==> config.mk <==
export PLATFORM = sky130hd
export DESIGN_NAME = vending_ctrl_fsm
export DESIGN_NICKNAME = d
export VERILOG_FILES = /design/src/rtl/vending_ctrl_fsm_pkg.sv /design/src/rtl/vending_ctrl_fsm_coin_return_picker.sv /design/src/rtl/vending_ctrl_fsm.sv
export SDC_FILE = /design/constraint.sdc
export NUM_CORES = 1
export LEC_CHECK = 0
export BUFFER_PORTS_ARGS = -buffer_cell sky130_fd_sc_hd__buf_4
export CAP_MARGIN = 20
export CORE_MARGIN = 2
export CORE_UTILIZATION = 45
export CTS_CLUSTER_SIZE = 28
export DETAILED_ROUTE_END_ITERATION = 10
export GPL_TIMING_DRIVEN = 0
export HOLD_SLACK_MARGIN = 0.1
export PLACE_DENSITY_LB_ADDON = 0.3
export RECOVER_POWER = 50
export SYNTH_ARGS = -nofsm -noshare
export SYNTH_HDL_FRONTEND = slang
export SYNTH_SLANG_ARGS = --single-unit
==> constraint.sdc <==
create_clock -name clk -period 5.8 [get_ports clk]
set_input_delay 1.16 -clock clk [delete_from_list [all_inputs] [get_ports clk]]
set_output_delay 1.16 -clock clk [all_outputs]
set_load 0.02 [all_outputs]
==> src/rtl/vending_ctrl_fsm_pkg.sv <==
// Shared definitions for the vending controller: widths, coin values, item prices
// and the sequencer state encoding.
package vending_ctrl_fsm_pkg;

  localparam int kNumItems  = 4;
  localparam int kNumCoins  = 3;
  localparam int kTotalBits = 31;

  localparam logic [kTotalBits-1:0] kTotalMax = {kTotalBits{1'b1}};

  localparam logic [kTotalBits-1:0] kCoinValue100  = kTotalBits'(100);
  localparam logic [kTotalBits-1:0] kCoinValue500  = kTotalBits'(500);
  localparam logic [kTotalBits-1:0] kCoinValue1000 = kTotalBits'(1000);

  localparam logic [kNumCoins-1:0] kCoinMask100  = kNumCoins'(1);
  localparam logic [kNumCoins-1:0] kCoinMask500  = kNumCoins'(2);
  localparam logic [kNumCoins-1:0] kCoinMask1000 = kNumCoins'(4);

  localparam logic [kTotalBits-1:0] kPriceItem0 = kTotalBits'(400);
  localparam logic [kTotalBits-1:0] kPriceItem1 = kTotalBits'(500);
  localparam logic [kTotalBits-1:0] kPriceItem2 = kTotalBits'(1000);
  localparam logic [kTotalBits-1:0] kPriceItem3 = kTotalBits'(2000);

  typedef enum logic [1:0] {
    ST_IDLE   = 2'd0,
    ST_CREDIT = 2'd1,
    ST_RETURN = 2'd2
  } state_e;

  function automatic logic [kTotalBits-1:0] coinValue(input int idx);
    case (idx)
      0:       coinValue = kCoinValue100;
      1:       coinValue = kCoinValue500;
      2:       coinValue = kCoinValue1000;
      default: coinValue = '0;
    endcase
  endfunction

  function automatic logic [kTotalBits-1:0] itemPrice(input int idx);
    case (idx)
      0:       itemPrice = kPriceItem0;
      1:       itemPrice = kPriceItem1;
      2:       itemPrice = kPriceItem2;
      3:       itemPrice = kPriceItem3;
      default: itemPrice = '0;
    endcase
  endfunction

  // Total value of every coin bit set in one cycle; at most 1600, so it cannot wrap.
  function automatic logic [kTotalBits-1:0] coinSum(input logic [kNumCoins-1:0] coins);
    logic [kTotalBits-1:0] sum;
    sum = '0;
    for (int i = 0; i < kNumCoins; i++) begin
      if (coins[i]) begin
        sum = sum + coinValue(i);
      end
    end
    return sum;
  endfunction

endpackage

==> src/rtl/vending_ctrl_fsm_coin_return_picker.sv <==
// Picks the largest coin that still fits in the remaining credit, with its value.
module vending_ctrl_fsm_coin_return_picker
  import vending_ctrl_fsm_pkg::*;
(
  input  logic [kTotalBits-1:0] credit_i,
  output logic [kNumCoins-1:0]  coin_o,
  output logic [kTotalBits-1:0] value_o
);

  always_comb begin
    coin_o  = '0;
    value_o = '0;
    if (credit_i >= kCoinValue1000) begin
      coin_o  = kCoinMask1000;
      value_o = kCoinValue1000;
    end else if (credit_i >= kCoinValue500) begin
      coin_o  = kCoinMask500;
      value_o = kCoinValue500;
    end else if (credit_i >= kCoinValue100) begin
      coin_o  = kCoinMask100;
      value_o = kCoinValue100;
    end
  end

endmodule

==> src/rtl/vending_ctrl_fsm.sv <==
// Vending machine sequencer: credit accumulation, item grant, inactivity timeout
// and one-coin-per-handshake payout to the hopper.
module vending_ctrl_fsm
  import vending_ctrl_fsm_pkg::*;
#(
  parameter int WAIT_CYCLES = 100
) (
  input  logic                  clk,
  input  logic                  reset_n,
  input  logic [kNumCoins-1:0]  i_input_coin,
  input  logic [kNumItems-1:0]  i_select_item,
  input  logic                  i_trigger_return,
  input  logic                  i_hopper_ready,
  output logic [kTotalBits-1:0] o_current_total,
  output logic [kNumItems-1:0]  o_available_item,
  output logic [kNumItems-1:0]  o_output_item,
  output logic [kNumCoins-1:0]  o_return_coin,
  output logic                  o_coin_reject,
  output logic                  o_busy
);

  localparam int kTimerBits = $clog2(WAIT_CYCLES + 1);
  localparam logic [kTimerBits-1:0] kTimerReload = kTimerBits'(WAIT_CYCLES);
  localparam logic [kTimerBits-1:0] kTimerOne    = kTimerBits'(1);

  state_e                state_q, state_d;
  logic [kTotalBits-1:0] total_q, total_d;
  logic [kTimerBits-1:0] timer_q, timer_d;
  logic [kNumItems-1:0]  outputItem_q, outputItem_d;
  logic                  coinReject_q, coinReject_d;

  logic [kNumCoins-1:0]  pickCoin;
  logic [kTotalBits-1:0] pickValue;
  logic [kNumItems-1:0]  selOneHot;
  logic [kTotalBits-1:0] selPrice;
  logic [kTotalBits-1:0] insertedValue;
  logic [kTotalBits-1:0] afterSel;
  logic [kTotalBits:0]   sumWide;
  logic [kTotalBits-1:0] afterRet;
  logic                  reload;

  vending_ctrl_fsm_coin_return_picker u_coin_return_picker (
    .credit_i (total_q),
    .coin_o   (pickCoin),
    .value_o  (pickValue)
  );

  // Lowest requested item wins; isolate its bit and look up its price.
  always_comb begin
    selOneHot = i_select_item & (~i_select_item + kNumItems'(1));
    selPrice  = '0;
    for (int i = 0; i < kNumItems; i++) begin
      if (selOneHot[i]) begin
        selPrice = itemPrice(i);
      end
    end
  end

  assign insertedValue = coinSum(i_input_coin);

  always_comb begin
    state_d      = state_q;
    total_d      = total_q;
    timer_d      = timer_q;
    outputItem_d = '0;
    coinReject_d = 1'b0;
    afterSel     = total_q;
    sumWide      = '0;
    afterRet     = total_q;
    reload       = 1'b0;

    unique case (state_q)
      ST_IDLE, ST_CREDIT: begin
        // Price is checked against credit before this cycle's coins are added.
        if ((|selOneHot) && (selPrice <= total_q)) begin
          afterSel     = total_q - selPrice;
          outputItem_d = selOneHot;
          reload       = 1'b1;
        end
        total_d = afterSel;
        sumWide = {1'b0, afterSel} + {1'b0, insertedValue};
        if (|i_input_coin) begin
          if (sumWide > {1'b0, kTotalMax}) begin
            coinReject_d = 1'b1;
          end else begin
            total_d = sumWide[kTotalBits-1:0];
            reload  = 1'b1;
          end
        end

        if (i_trigger_return && (total_d != '0)) begin
          state_d = ST_RETURN;
          timer_d = '0;
        end else if ((state_q == ST_CREDIT) && !reload && (timer_q <= kTimerOne)) begin
          state_d = ST_RETURN;
          timer_d = '0;
        end else if (total_d != '0) begin
          state_d = ST_CREDIT;
          timer_d = reload ? kTimerReload : (timer_q - kTimerOne);
        end else begin
          state_d = ST_IDLE;
          timer_d = '0;
        end
      end

      ST_RETURN: begin
        coinReject_d = |i_input_coin;
        timer_d      = '0;
        if ((pickCoin != '0) && i_hopper_ready) begin
          afterRet = total_q - pickValue;
        end
        // Anything smaller than the smallest coin cannot be paid out, so it is dropped.
        if (afterRet < kCoinValue100) begin
          total_d = '0;
          state_d = ST_IDLE;
        end else begin
          total_d = afterRet;
        end
      end

      default: begin
        state_d = ST_IDLE;
        total_d = '0;
        timer_d = '0;
      end
    endcase
  end

  always_ff @(posedge clk or negedge reset_n) begin
    if (!reset_n) begin
      state_q      <= ST_IDLE;
      total_q      <= '0;
      timer_q      <= '0;
      outputItem_q <= '0;
      coinReject_q <= 1'b0;
    end else begin
      state_q      <= state_d;
      total_q      <= total_d;
      timer_q      <= timer_d;
      outputItem_q <= outputItem_d;
      coinReject_q <= coinReject_d;
    end
  end

  always_comb begin
    o_available_item = '0;
    for (int i = 0; i < kNumItems; i++) begin
      o_available_item[i] = (itemPrice(i) <= total_q);
    end
  end

  assign o_current_total = total_q;
  assign o_output_item   = outputItem_q;
  assign o_coin_reject   = coinReject_q;
  assign o_busy          = (state_q == ST_RETURN);
  assign o_return_coin   = (state_q == ST_RETURN) ? pickCoin : '0;

endmodule

Word level (Yosys, flattened, before mapping)
Index checks and enable logic that the tools add are counted.
Storage, ports and cells
  register bits: 45
  input bits: 11
  word-level logic and storage cells: 84
  output and inout port bits: 44
Operators by class
  $lt $le $gt $ge: 11
  equal/unequal tests: 3
  bitwise logic cells: 2
  reductions and logical operators: 12
  add/sub/neg operators: 7
  mux-type cells: 44
Operator list (count)
  $mux W31: 16
  $add A31 B31 Y31: 2
  $le A9 B31 Y1 const A: 2
  $pmux W31 S2: 1
  $sub A31 B31 Y31: 2
  $mux W7: 7
  $add A31 B31 Y32: 1
  $gt A32 B31 Y1 const B: 1
  $ge A31 B10 Y1 const B: 1
  $ge A31 B7 Y1 const B: 1
  $ge A31 B9 Y1 const B: 1
  $le A10 B31 Y1 const A: 1
  $le A11 B31 Y1 const A: 1
  $le A31 B31 Y1: 1
  $lt A31 B7 Y1 const B: 1
  $reduce_bool A31 Y1: 1
  $mux W9: 2
  $mux W3: 3
  $mux W1: 8
  $mux W4: 2
  $le A7 B1 Y1 const B: 1
  $sub A7 B1 Y7 const B: 1
  $mux W2: 3
  $logic_and A1 B1 Y1: 5
  other kinds (14): 14

Depth between registers and ports, before layout
Gate-level depths: netlist of the first run.
  word-level depth: 22
  depth in mapped cells: 29
  depth with buffers taken out: 27

Modules after synthesis
From an unflattened synthesis of the first run, not the netlist that was laid out.
Second synthesis, totals
  cells, all modules: 918
  area, all modules: 6995.5 um^2
By module, submodules not included
  vending_ctrl_fsm: cells each 866, instances 1, area each 6601.3 um^2, sequential area each 1126.1 um^2
  vending_ctrl_fsm_coin_return_picker: cells each 52, instances 1, area each 394.1 um^2, sequential area each 0.0 um^2

Worst setup path after synthesis of the first run
OpenSTA, ideal clock, no wires.
  path type: input -> register
  start point: input i_select_item[1]
  end point: register state_q[1]
  buffers on the path: 3
  required time: 5652 ps
  arrival: 6792 ps
  path slack: -1140 ps
  stages: 29
  setup time: 148 ps
  cells stage by stage: nor2_1 -> o21ai_0 -> ha_1 -> clkbuf_1 -> and4bb_2 -> mux2i_4 -> o2111ai_1 -> nor3_2 -> clkbuf_1 -> or2_2 -> clkbuf_1 -> nand2_1 -> o21ai_0 -> ha_1 -> inv_1 -> fa_1 -> nor2b_1 -> o21ai_0 -> a21oi_1 -> o21ai_0 -> a211o_1 -> a22oi_1 -> nand4_1 -> a311oi_1 -> xor2_1 -> a211oi_1 -> nand4_1 -> nor4_4 -> o311ai_1
On the way
  word-level cells in the longest chain between the ends: 21
  elaborated cells on any way between the ends: 29
  classes of those cells: add/sub: 3; order compare: 2; mux: 15; bitwise: 2; reduce/logical: 7
Ends and longest elaborated chain
  from (decl): RTL line vending_ctrl_fsm.sv:11  | input logic [kNumItems-1:0] i_select_item,
  $not A4 Y4: RTL line vending_ctrl_fsm.sv:50  | selOneHot = i_select_item & (~i_select_item + kNumItems'(1));
  $add A4 B1 Y4: RTL line vending_ctrl_fsm.sv:50
  $and A4 B4 Y4 (*): RTL line vending_ctrl_fsm.sv:50
  branches (longest 16 deep; another with $add A31 B31 Y32)
  $mux W2 (*): RTL line vending_ctrl_fsm.sv:91  | if (i_trigger_return && (total_d != '0)) begin
  $pmux W2 S2 (*): RTL line vending_ctrl_fsm.sv:72  | unique case (state_q)
  to (signal assigned): RTL line vending_ctrl_fsm.sv:137  | state_q <= state_d;
  to (decl): RTL line vending_ctrl_fsm.sv:26  | state_e state_q, state_d;
Every way passes the cells marked *. The select of a mux whose other input is x is not followed.
A chain may end at the register's enable or synchronous reset.

Worst setup path after layout of the first run
Ends and elaborated chain as after synthesis.

==> impl_metrics.json, run 1 <==
{
  "outcome": "complete, but fails checks",
  "failed_checks": "capacitance limit, slew limit, setup timing",
  "diodes": 0,
  "synth_top_family_by_area": "simple AND/OR/NAND/NOR gates",
  "arrival_ps": 6610,
  "drt_drc_violations_left": 0,
  "grt_max_degree": 44,
  "slew_headroom": -0.686,
  "grt_pass1_vias": 5559,
  "rrSetupSlack_ps": -60,
  "holdPathEnd": "timer_q[0]$_DFF_PN0_",
  "start_util": 0.456,
  "ff2ff_path_depth": 28,
  "yosysSeqAreaShare": 0.208,
  "hold_path.class": "register to register",
  "dr.first_iter.drc_count": 569,
  "fin_crit_sh": 1.11,
  "critPathMaxStageDelay_ps": 400,
  "final-hold-violation-count": 0,
  "multi_input_area_sq_um": 4330,
  "pre_cts_ws_ps": -1760,
  "clkTransAtPathRegs_ps": 70,
  "io-pin-count": 55,
  "ff_latch_area_sq_um": 1080,
  "synth_top_area_share": 0.208,
  "final_util": 0.591,
  "ant_nets": 0,
  "fin_nets": 807,
  "yosysWarnings": 0,
  "critical-path-top-delay-family": "simple AND/OR/NAND/NOR gates",
  "htreeDepth": 2,
  "areaGrowthSynthToFinish_pct": 29.5,
  "vias": 5839,
  "cts_buffers": 5,
  "finalClockSkew_ps": 6.05,
  "crit_buf_inv": 7,
  "grt_pass1_wl_um": 29500,
  "synth.avg_cell_area_sq_um": 7.73,
  "drt-wirelength-per-cell_um": 20.8,
  "synth-simple-area-share": 0.312,
  "fillers": 1056,
  "worstPathRequired_ps": 5970,
  "antenna_found_initial": 0,
  "period_needed_ps": 6440,
  "crit_path_top_delay_cell": "or3_4",
  "drive_gt1_frac": 0.252,
  "drt-pass1-iter-count": 5,
  "ir_worst_vdd_mv": 0.288,
  "avgViaCountPerCell": 6.44,
  "fmax_mhz": 155,
  "holdCritStartpoint": "timer_q[0]$_DFF_PN0_",
  "tightestPinTransition_ps": 2530,
  "cp-end-kind": "register",
  "criticalPathCategory": "primary input to register",
  "powerDensity_nw_per_um2": 585,
  "core_sq_um": 11300,
  "synth_top_cells_by_area": "dfrtp_1, ha_1, xnor2_1",
  "synthXorXnorAreaFrac": 0.109,
  "clk_latency_ps": 310,
  "synth_top_area_cell": "dfrtp_1",
  "synthCells": 668,
  "wl_um": 18800,
  "synthMuxAreaShare": 0.0245,
  "grt_overflow": 0,
  "fp.dieH_um": 111,
  "start_kind": "primary input",
  "hold_path_depth": 1,
  "slew_viol_final": 44,
  "synth-compound-area-share": 0.211,
  "setup_ws_ps": -643,
  "yosys.area_share.adder": 0.0867,
  "async_reset_ff_frac": 1.00,
  "ys_seq_elements": 43,
  "syn-cell-area_sq_um": 5160,
  "regToRegStartpoint": "o_current_total[9]$_DFF_PN0_",
  "crit_path_max_fanout": 5,
  "die_w_um": 111,
  "grt_usage": 0.300,
  "die-area_sq_um": 12400,
  "yosys.cell_types.count": 74,
  "rsz0062_at_grt": "yes",
  "io_buffers": 51,
  "clockBufferDepth": 2,
  "rows": 39,
  "place_congestion": 0.993,
  "max_cap_viol_count": 1,
  "clock_sinks": 43,
  "ys.flop_type": "dfrtp_1",
  "dpl.hpwl_um": 13800,
  "cts_tree": "done",
  "leakagePower_nw": 2.65,
  "synth-edff-count": 0,
  "r2r-end": "state_q[1]$_DFFE_PN0P_",
  "ctsRootBufferMaster": "clkbuf_16",
  "setup_viol": 17
}
==> through the flow <==
step	power [mW]	area, sq um	hold slack (ps)	instances	setup TNS [ps]
after floorplan	2.41	5270	484	669	-3570
after global placement	3.16	5830	514	863	-40910
after detailed placement	3.21	5830	514	864	-38930
after CTS	3.74	6510	533	899	-6220
after global routing	4.15	6690	597	906	-10770
final	3.91	6690	558	906	-6030
==> flip-flops by register name, indices dropped and copies added (netlist names) <==
| register | cells |
|---|---|
| state_q | 2 |
| o_current_total | 29 |
| o_coin_reject | 1 |
| o_output_item | 4 |
| timer_q | 7 |
==> metal layers <==
| metal | vias up | wire length (um) | GRT usage |
|---|---|---|---|
| li1 | 2663 | - | - |
| met1 | 2825 | 7800 | 0.402 |
| met2 | 296 | 8750 | 0.477 |
| met3 | 55 | 1620 | 0.0618 |
| met4 | 0 | 643 | 0.114 |
| met5 | - | 0 | 0 |
==> cells in the final DEF, fill, tap and decap left out, types with 6 or more instances in the layout <==
cell | Yosys | layout
o22ai_1 | 21 | 18
or3_1 | 16 | 13
nor2_1 | 49 | 45
o21a_1 | 9 | 9
xor2_1 | 27 | 25
a211oi_1 | 9 | 7
o31ai_1 | 8 | 6
and3_1 | 11 | 10
clkbuf_1 | 25 | 29
buf_4 | 4 | 77
a21oi_2 | 1 | 7
mux2i_1 | 7 | 6
nor4_2 | 4 | 6
o21ai_0 | 35 | 26
nor3_1 | 30 | 27
clkbuf_16 | 0 | 6
or4_1 | 11 | 10
a21oi_1 | 27 | 20
nor4_1 | 19 | 14
ha_1 | 31 | 26
xnor2_1 | 37 | 35
nand2_1 | 63 | 59
nand3_1 | 17 | 16
and2_1 | 10 | 7
inv_1 | 27 | 24
dfrtp_1 | 43 | 43
nor2b_1 | 12 | 11
nand4_1 | 11 | 11
nand2b_1 | 13 | 13
==> cells in the mapped netlist, types with 3 or more instances <==
library cell,count
nor4_1,19
nand3b_1,4
fa_1,3
o31a_1,3
a21boi_0,3
clkbuf_1,25
and3_1,11
dfrtp_1,43
o21ai_0,35
a31o_2,3
nor4_2,4
or4_1,11
o31ai_1,8
mux2i_1,7
buf_4,4
nand3_1,17
o211ai_1,5
a211oi_1,9
o21a_1,9
nor2_1,49
o22ai_1,21
a21oi_1,27
and2_1,10
ha_1,31
buf_2,4
nand2_1,63
nor4b_1,5
inv_1,27
xnor2_1,37
or2_2,3
nand2b_1,13
o2bb2ai_1,6
nor3_1,30
or3_1,16
and4_1,3
o2111ai_1,4
nand4_1,11
a21o_1,5
nor2b_1,12
xor2_1,27
==> worst register-to-register path: cells and delay by family (launching register included) <==
family / cells / cell delay, ps
simple gates: 8 / 1720
compound gates: 10 / 1490
buf+inv: 6 / 900
fa+ha+maj: 3 / 900
flops: 1 / 520
mux: 1 / 220
==> kinds of logic (layout without fill, tap and decap cells) <==
| family | count (synthesis) | count (layout) |
|---|---|---|
| multiplexers | 11 | 11 |
| adder cells (fa/ha/maj) | 34 | 34 |
| buffers and inverters | 60 | 154 |
| other | 1 | 2 |
| AND/OR/NAND/NOR | 293 | 293 |
| flip-flops | 43 | 43 |
| XOR/XNOR | 64 | 64 |
| AO/OA/AOI/OAI | 162 | 162 |
==> layout make-up <==
type / count / share of cell area
multi-input cells: 566 / 0.648
flip-flops and latches: 43 / 0.161
repair buffers: 87 / 0.0992
plain buffers: 32 / 0.0279
inverters: 27 / 0.0152
well taps: 143 / 0.0268
clock buffers: 5 / 0.0187
clock inverters: 3 / 0.00356
==> worst max-delay path by stage <==
stage	startpoint	end	depth (start not counted)
after floorplan	i_select_item[1]	state_q[1]$_DFFE_PN0P_	29
after global placement	i_select_item[1]	state_q[1]$_DFFE_PN0P_	27
after CTS	i_select_item[0]	state_q[1]$_DFFE_PN0P_	31
after detailed placement	i_select_item[1]	state_q[1]$_DFFE_PN0P_	29
after global routing	i_select_item[1]	state_q[1]$_DFFE_PN0P_	31
final	i_select_item[1]	state_q[1]$_DFFE_PN0P_	31
==> power breakdown <==
part           internal [mW]  leakage (nW)  switching [mW]  total (mW)
Combinational           1.19          2.02            1.84        3.03
Clock                  0.162        0.0664           0.144       0.305
Sequential             0.402         0.564           0.176       0.578
==> timing repair <==
| item | 4_1_cts | 5_1_grt |
|---|---|---|
| cloned | 1 | 0 |
| pin swaps | 34 | 24 |
| setup endpoints to repair | 39 | 37 |
| hold buffers | 0 | 0 |
| buffers inserted | 27 | 7 |
| resized for setup | 61 | 34 |
Power figures use the tool's default switching activity.
==> run 2, diff against run 1 <==
--- a/config.mk
+++ b/config.mk
@@ -17,4 +17,5 @@
 export RECOVER_POWER = 50
 export SYNTH_ARGS = -nofsm -noshare
 export SYNTH_HDL_FRONTEND = slang
+export SYNTH_HIERARCHICAL = 1
 export SYNTH_SLANG_ARGS = --single-unit
==> run 2 against run 1 <==
The flow still finishes with violations (capacitance limit, slew limit, setup timing). Sequential power grew 27%. Clock skew grew 17 ps. Worst hold slack worse by 8.6 ps. Largest power group unchanged.
==> impl_metrics.json, run 2 <==
{
  "drt-pass1-iter-count": 9,
  "crit_path_top_delay_cell": "or4b_4",
  "vias": 7855,
  "synth-edff-count": 0,
  "hold_path.class": "register to register",
  "syn-cell-area_sq_um": 7000,
  "final_cell_mix": "buf_4, nand2_1, inv_1, nor2_1, a21oi_1",
  "failed_checks": "capacitance limit, slew limit, setup timing",
  "clockBufferDepth": 2,
  "dpl.hpwl_um": 17200,
  "grt_pass1_wl_um": 37400,
  "cts_tree": "done",
  "synth_most_common_cell": "nand2_1",
  "areaGrowthSynthToFinish_pct": 30.9,
  "sequentialPowerShare": 0.141,
  "crit_path_max_fanout": 8,
  "io_buffers": 53,
  "holdWs_ps": 549,
  "start_util": 0.460,
  "crit_buf_inv": 4,
  "outcome": "complete, but fails checks",
  "worstPathRequired_ps": 6020,
  "die-area_sq_um": 16600,
  "synth_commonest_cells": "nand2_1, a21oi_1, nor2_1",
  "grt_max_degree": 46,
  "setup_viol": 30,
  "cts_buffers": 5,
  "start_kind": "primary input",
  "rsz0062_at_grt": "yes",
  "p_total_mw": 5.22,
  "drive_gt1_frac": 0.279,
  "final-hold-violation-count": 0,
  "antenna_found_initial": 0,
  "clock_sinks": 45,
  "drt-wirelength-per-cell_um": 20.1,
  "switching_power_mw": 2.86,
  "fin_cells": 1243,
  "slew_viol_final": 46,
  "setup_ws_ps": -797,
  "synth.avg_cell_area_sq_um": 7.62,
  "rows": 45,
  "fin_crit_sh": 1.14,
  "cp-end-kind": "register",
  "tightestPinTransition_ps": 2620,
  "drt_drc_violations_left": 0,
  "core_sq_um": 15200,
  "clkPwrFrac": 0.076,
  "diodes": 0,
  "yosysSeqAreaShare": 0.161,
  "synth_top_area_cell": "dfrtp_1",
  "ctsRootBufferMaster": "clkbuf_16",
  "yosys.cell_types.count": 91,
  "synth_top_area_share": 0.161,
  "swShare": 0.548,
  "htreeDepth": 2,
  "fp.dieH_um": 129,
  "placed_cells": 1181,
  "die_w_um": 129,
  "period_needed_ps": 6600,
  "grt_overflow": 0,
  "p_int_mw": 2.36,
  "final_common_cell": "buf_4",
  "largest_reg_flops": 31,
  "io-pin-count": 55,
  "crit_path_frequent_cell": "o211ai_1",
  "wl_um": 25000,
  "max_cap_viol_count": 1,
  "ys_seq_elements": 45,
  "synthCells": 918,
  "leakagePower_nw": 3.79,
  "critical-path-top-delay-family": "simple AND/OR/NAND/NOR gates",
  "avgViaCountPerCell": 6.32,
  "yosysWarnings": 6,
  "grt_pass1_vias": 7164,
  "criticalPathCategory": "primary input to register",
  "synth_top_cells_by_area": "dfrtp_1, ha_1, xnor2_1",
  "ant_nets": 0,
  "combPwrFrac": 0.783,
  "setup-tns-final_ps": -10020,
  "fmax_mhz": 152,
  "grt_usage": 0.283,
  "final_util": 0.602,
  "async_reset_ff_frac": 1.00,
  "arrival_ps": 6820,
  "clkTransAtPathRegs_ps": 90,
  "powerDensity_nw_per_um2": 570,
  "hold_buffers": 0,
  "slew_headroom": -0.749,
  "ys.flop_type": "dfrtp_1",
  "clk_latency_ps": 310,
  "ir_worst_vdd_mv": 0.244,
  "place_congestion": 0.940,
  "critPathMaxStageDelay_ps": 580,
  "dr.first_iter.drc_count": 778,
  "fin_nets": 1121,
  "finalClockSkew_ps": 23.0
}
[run 2: cell count changes after synthesis, moves of 8 or more]
cell	previous run	this run
a21oi_1	27	61
inv_1	27	57
buf_4	4	31
ha_1	31	53
nand2_1	63	85
xnor2_1	37	50
a21o_1	5	16
nor2_1	49	60
o21ai_0	35	46
or3_1	16	5
mux2i_1	7	16
o211ai_1	5	13
[run 2: metrics by stage]
step	cell area (sq um)	setup slack [ps]
after floorplan	7190	-533
after global placement	7820	-1670
after detailed placement	7820	-1670
after CTS	8660	-584
after global routing	9150	-892
final	9150	-797
[run 2: worst paths after layout]
kind | endpoint | slack [ps] | start | cells after the start
worst max-delay path | timer_q[1]$_DFF_PN0_ | -800 | i_select_item[1] | 26
worst min-delay path | timer_q[0]$_DFF_PN0_ | 550 | timer_q[0]$_DFF_PN0_ | 1
worst max register to register | timer_q[1]$_DFF_PN0_ | -310 | o_current_total[2]$_DFF_PN0_ | 25
worst min register to register | timer_q[0]$_DFF_PN0_ | 550 | timer_q[0]$_DFF_PN0_ | 1
max in group asynchronous | o_current_total[19]$_DFF_PN0_ | 2430 | reset_n | 1
min in group asynchronous | o_current_total[5]$_DFF_PN0_ | 1660 | reset_n | 1
[run 2: cell families (layout without fill, tap and decap cells)]
family,after synthesis,count (layout),share of synthesized area
other,1,23,0.000536
and+or+nand+nor,334,334,0.264
buffers and inverters,120,235,0.0850
AOI/OAI and AO/OA,261,261,0.254
muxes,21,21,0.0309
xor gates and xnor gates,80,80,0.101
adders and majority gates,56,56,0.103
DFF,45,45,0.161
[run 2: timing repair]
action	4_1_cts	5_1_grt
setup buffers	33	23
endpoints found under the setup margin	41	39
cloned	1	0
pin swaps	42	34
gates resized for setup	81	81
[run 2: worst register-to-register path, cell delays in order, from the launching register on]
cell      delay (ps)
dfrtp_1          580
inv_1             90
ha_1             370
nor3b_4          290
nand3_4          110
or4_4            570
buf_6            140
and2_4           170
a21oi_4          190
nand2_2          130
xnor2_4          170
ha_4             300
o21a_1           170
o211ai_1         190
o21ai_2          240
buf_4            150
o211ai_1         110
a211oi_2         320
and3_4           290
o211ai_1         110
buf_4            180
mux2i_4          190
o211ai_2         100
nor4_4            70
or4b_4           580
nor3_4           200
[run 2: layout make-up]
class | instances | area (sq um)
clock buffers | 5 | 125
plain buffers | 62 | 413
fillers | 1320 | 6050
well taps | 188 | 235
inverters | 57 | 214
flip-flops and latches | 45 | 1130
repair buffers | 108 | 861
clock inverters | 3 | 68.8
multi-input cells | 775 | 6110
[run 2: per-layer routing]
layer	share of wire	vias up	routed length (um)	GRT usage
li1	-	3627	-	-
met1	0.41	3668	10300	0.391
met2	0.46	462	11400	0.453
met3	0.088	98	2200	0.0420
met4	0.044	0	1100	0.0959
met5	0	-	0	0
[run 2: power by group through the flow]
stage	clock (mW)	sequential, mW	combinational [mW]
2_1_floorplan	0	0.734	2.30
5_1_grt	0.403	0.754	4.36
4_1_cts	0.392	0.714	3.60
3_5_place_dp	0	0.718	3.21
3_3_place_gp	0	0.712	3.18
6_report	0.395	0.736	4.09
==> run 3, diff against run 2 <==
--- a/config.mk
+++ b/config.mk
@@ -7,6 +7,7 @@
 export LEC_CHECK = 0
 export BUFFER_PORTS_ARGS = -buffer_cell sky130_fd_sc_hd__buf_4
 export CAP_MARGIN = 20
+export CORE_ASPECT_RATIO = 0.7
 export CORE_MARGIN = 2
 export CORE_UTILIZATION = 45
 export CTS_CLUSTER_SIZE = 28
==> run 3 against run 2 <==
The run still ends with capacitance limit, slew limit, setup timing left. Via count decreased by 0.29%. Clock-buffer cell count increased by 1. Non-clock buffer count increased by 18. Utilization about the same. Critical path depth increased by 5. Clock power decreased by 12%. Flip-flop and latch count unchanged. Setup slack improved by 100 ps. Worst hold slack got worse by 36 ps. Sequential share of layout area decreased by 0.12 points. Sequential power increased by 0.8%. Clock skew decreased by 11 ps. Critical path type unchanged. Critical endpoint is now timer_q[3]$_DFF_PN0_.
==> impl_metrics.json, run 3 (synthesized netlist as in run 2, its figures left out) <==
{
  "outcome": "complete, but fails checks",
  "failed_checks": "capacitance limit, slew limit, setup timing",
  "grt_max_degree": 46,
  "clock_sinks": 45,
  "tightestPinTransition_ps": 2600,
  "startpoint": "i_select_item[1]",
  "critPathMaxStageDelay_ps": 570,
  "setup_ws_ps": -694,
  "ir_worst_vdd_mv": 0.382,
  "grt_usage": 0.291,
  "rrSetupSlack_ps": -170,
  "hold_path.class": "register to register",
  "holdWs_ps": 514,
  "dpl.hpwl_um": 18200,
  "cts_buffers": 5,
  "holdCritStartpoint": "timer_q[0]$_DFF_PN0_",
  "holdPathEnd": "timer_q[0]$_DFF_PN0_",
  "period_needed_ps": 6490,
  "clockBufferDepth": 2,
  "diodes": 0,
  "finalClockSkew_ps": 11.8,
  "rows": 38,
  "place_congestion": 0.994,
  "arrival_ps": 6670,
  "drt-pass1-iter-count": 5,
  "final_common_cell": "buf_4",
  "slew_headroom": -0.731,
  "start_kind": "primary input",
  "powerDensity_nw_per_um2": 570,
  "antenna_found_initial": 0,
  "io-pin-count": 55,
  "leakagePower_nw": 3.88,
  "grt_pass1_wl_um": 38400,
  "clk_latency_ps": 310,
  "pre_cts_ws_ps": -1750,
  "fin_crit_sh": 1.12,
  "r2r-end": "timer_q[0]$_DFF_PN0_",
  "ff2ff_path_depth": 25,
  "ant_nets": 0,
  "areaGrowthSynthToFinish_pct": 32.1,
  "grt_overflow": 0,
  "fin_nets": 1139,
  "io_buffers": 53,
  "cp-end-kind": "register",
  "grt_pass1_vias": 7156,
  "slew_viol_final": 46,
  "worstPathRequired_ps": 5980,
  "die-area_sq_um": 16600,
  "drt_drc_violations_left": 0,
  "hold_path_depth": 1,
  "regToRegStartpoint": "o_current_total[15]$_DFF_PN0_",
  "fmax_mhz": 154,
  "crit_path_max_fanout": 8,
  "fp.dieH_um": 108,
  "dr.first_iter.drc_count": 688,
  "drt-wirelength-per-cell_um": 19.8,
  "ctsRootBufferMaster": "clkbuf_16",
  "final_cell_mix": "buf_4, nand2_1, inv_1, nor2_1, a21oi_1",
  "vias": 7832,
  "largest_reg_flops": 31,
  "avgViaCountPerCell": 6.15,
  "rsz0062_at_grt": "yes",
  "max_cap_viol_count": 1,
  "cts_tree": "done",
  "die_w_um": 153,
  "final-hold-violation-count": 0,
  "drive_gt1_frac": 0.288,
  "wl_um": 25200,
  "setup_viol": 25,
  "start_util": 0.456,
  "criticalPathCategory": "primary input to register",
  "core_sq_um": 15400,
  "clkTransAtPathRegs_ps": 80,
  "crit_path_top_delay_cell": "or4_4",
  "htreeDepth": 2
}
-- run 3: cell types whose count changed in the layout (fill, tap and decap cells not counted), moves of 3 or more --
cell      previous run  this run
o21ai_4              5         9
mux2i_4              5         2
nand2_2              9         6
mux2i_1             10        14
buf_4              118       137
o21ai_2              7         3
o311ai_2             4         1
-- run 3: cell type report --
| class | count | area [sq um] |
|---|---|---|
| Tap cell | 200 | 250 |
| Sequential cell | 45 | 1130 |
| Buffer | 63 | 428 |
| Timing Repair Buffer | 125 | 976 |
| Multi-Input combinational cell | 775 | 6080 |
| Clock inverter | 2 | 38.8 |
| Clock buffer | 6 | 129 |
| Inverter | 57 | 214 |
| Fill cell | 1331 | 6120 |
-- run 3: routing by layer --
metal / routed length (um) / global-route usage / part of all wire
met3: 2620 / 0.0733 / 0.10
met1: 11400 / 0.422 / 0.45
met2: 10500 / 0.429 / 0.42
met4: 585 / 0.0694 / 0.023
met5: 46 / 0.0238 / 0.0018
-- run 3: worst max-delay path by stage --
stage,to,slack (ps),cells after the start
3_3_place_gp,timer_q[4]$_DFF_PN0_,-1730,28
6_report,timer_q[3]$_DFF_PN0_,-690,31
4_1_cts,timer_q[3]$_DFF_PN0_,-540,30
2_1_floorplan,timer_q[3]$_DFF_PN0_,-530,29
5_1_grt,timer_q[3]$_DFF_PN0_,-940,31
3_5_place_dp,timer_q[3]$_DFF_PN0_,-1750,28
-- run 3: critical path: cells and delay by family --
family | cells | cell delay, ps
compound gates | 9 | 1520
xor+xnor | 1 | 90
buf+inv | 4 | 530
simple gates | 14 | 2580
fa+ha+maj | 3 | 770
-- run 3: report_power, final --
part / internal [mW] / switching [mW] / leakage [nW] / total (mW)
combinational: 1.71 / 2.48 / 3.22 / 4.18
sequential: 0.432 / 0.310 / 0.576 / 0.742
clock: 0.205 / 0.141 / 0.0810 / 0.346
total: 2.34 / 2.93 / 3.88 / 5.27
-- run 3: through the flow --
step / instance area [sq um] / util / cells / TNS, ps / power, mW
floorplan: 7190 / - / 940 / -4290 / 3.03
global placement: 7840 / 0.510 / 1193 / -52460 / 3.97
CTS: 8790 / 0.572 / 1253 / -7690 / 4.74
global route: 9240 / 0.602 / 1273 / -14320 / 5.58
detailed placement: 7840 / 0.510 / 1193 / -51970 / 3.99
finish: 9240 / 0.602 / 1273 / -8880 / 5.27
-- run 3: what timing repair did --
item,CTS,global route
buffers inserted,52,21
gates resized for setup,87,74
hold buffers,0,0
endpoints found under the setup margin,41,39
pin swaps,39,41
hold endpoints to repair,0,0
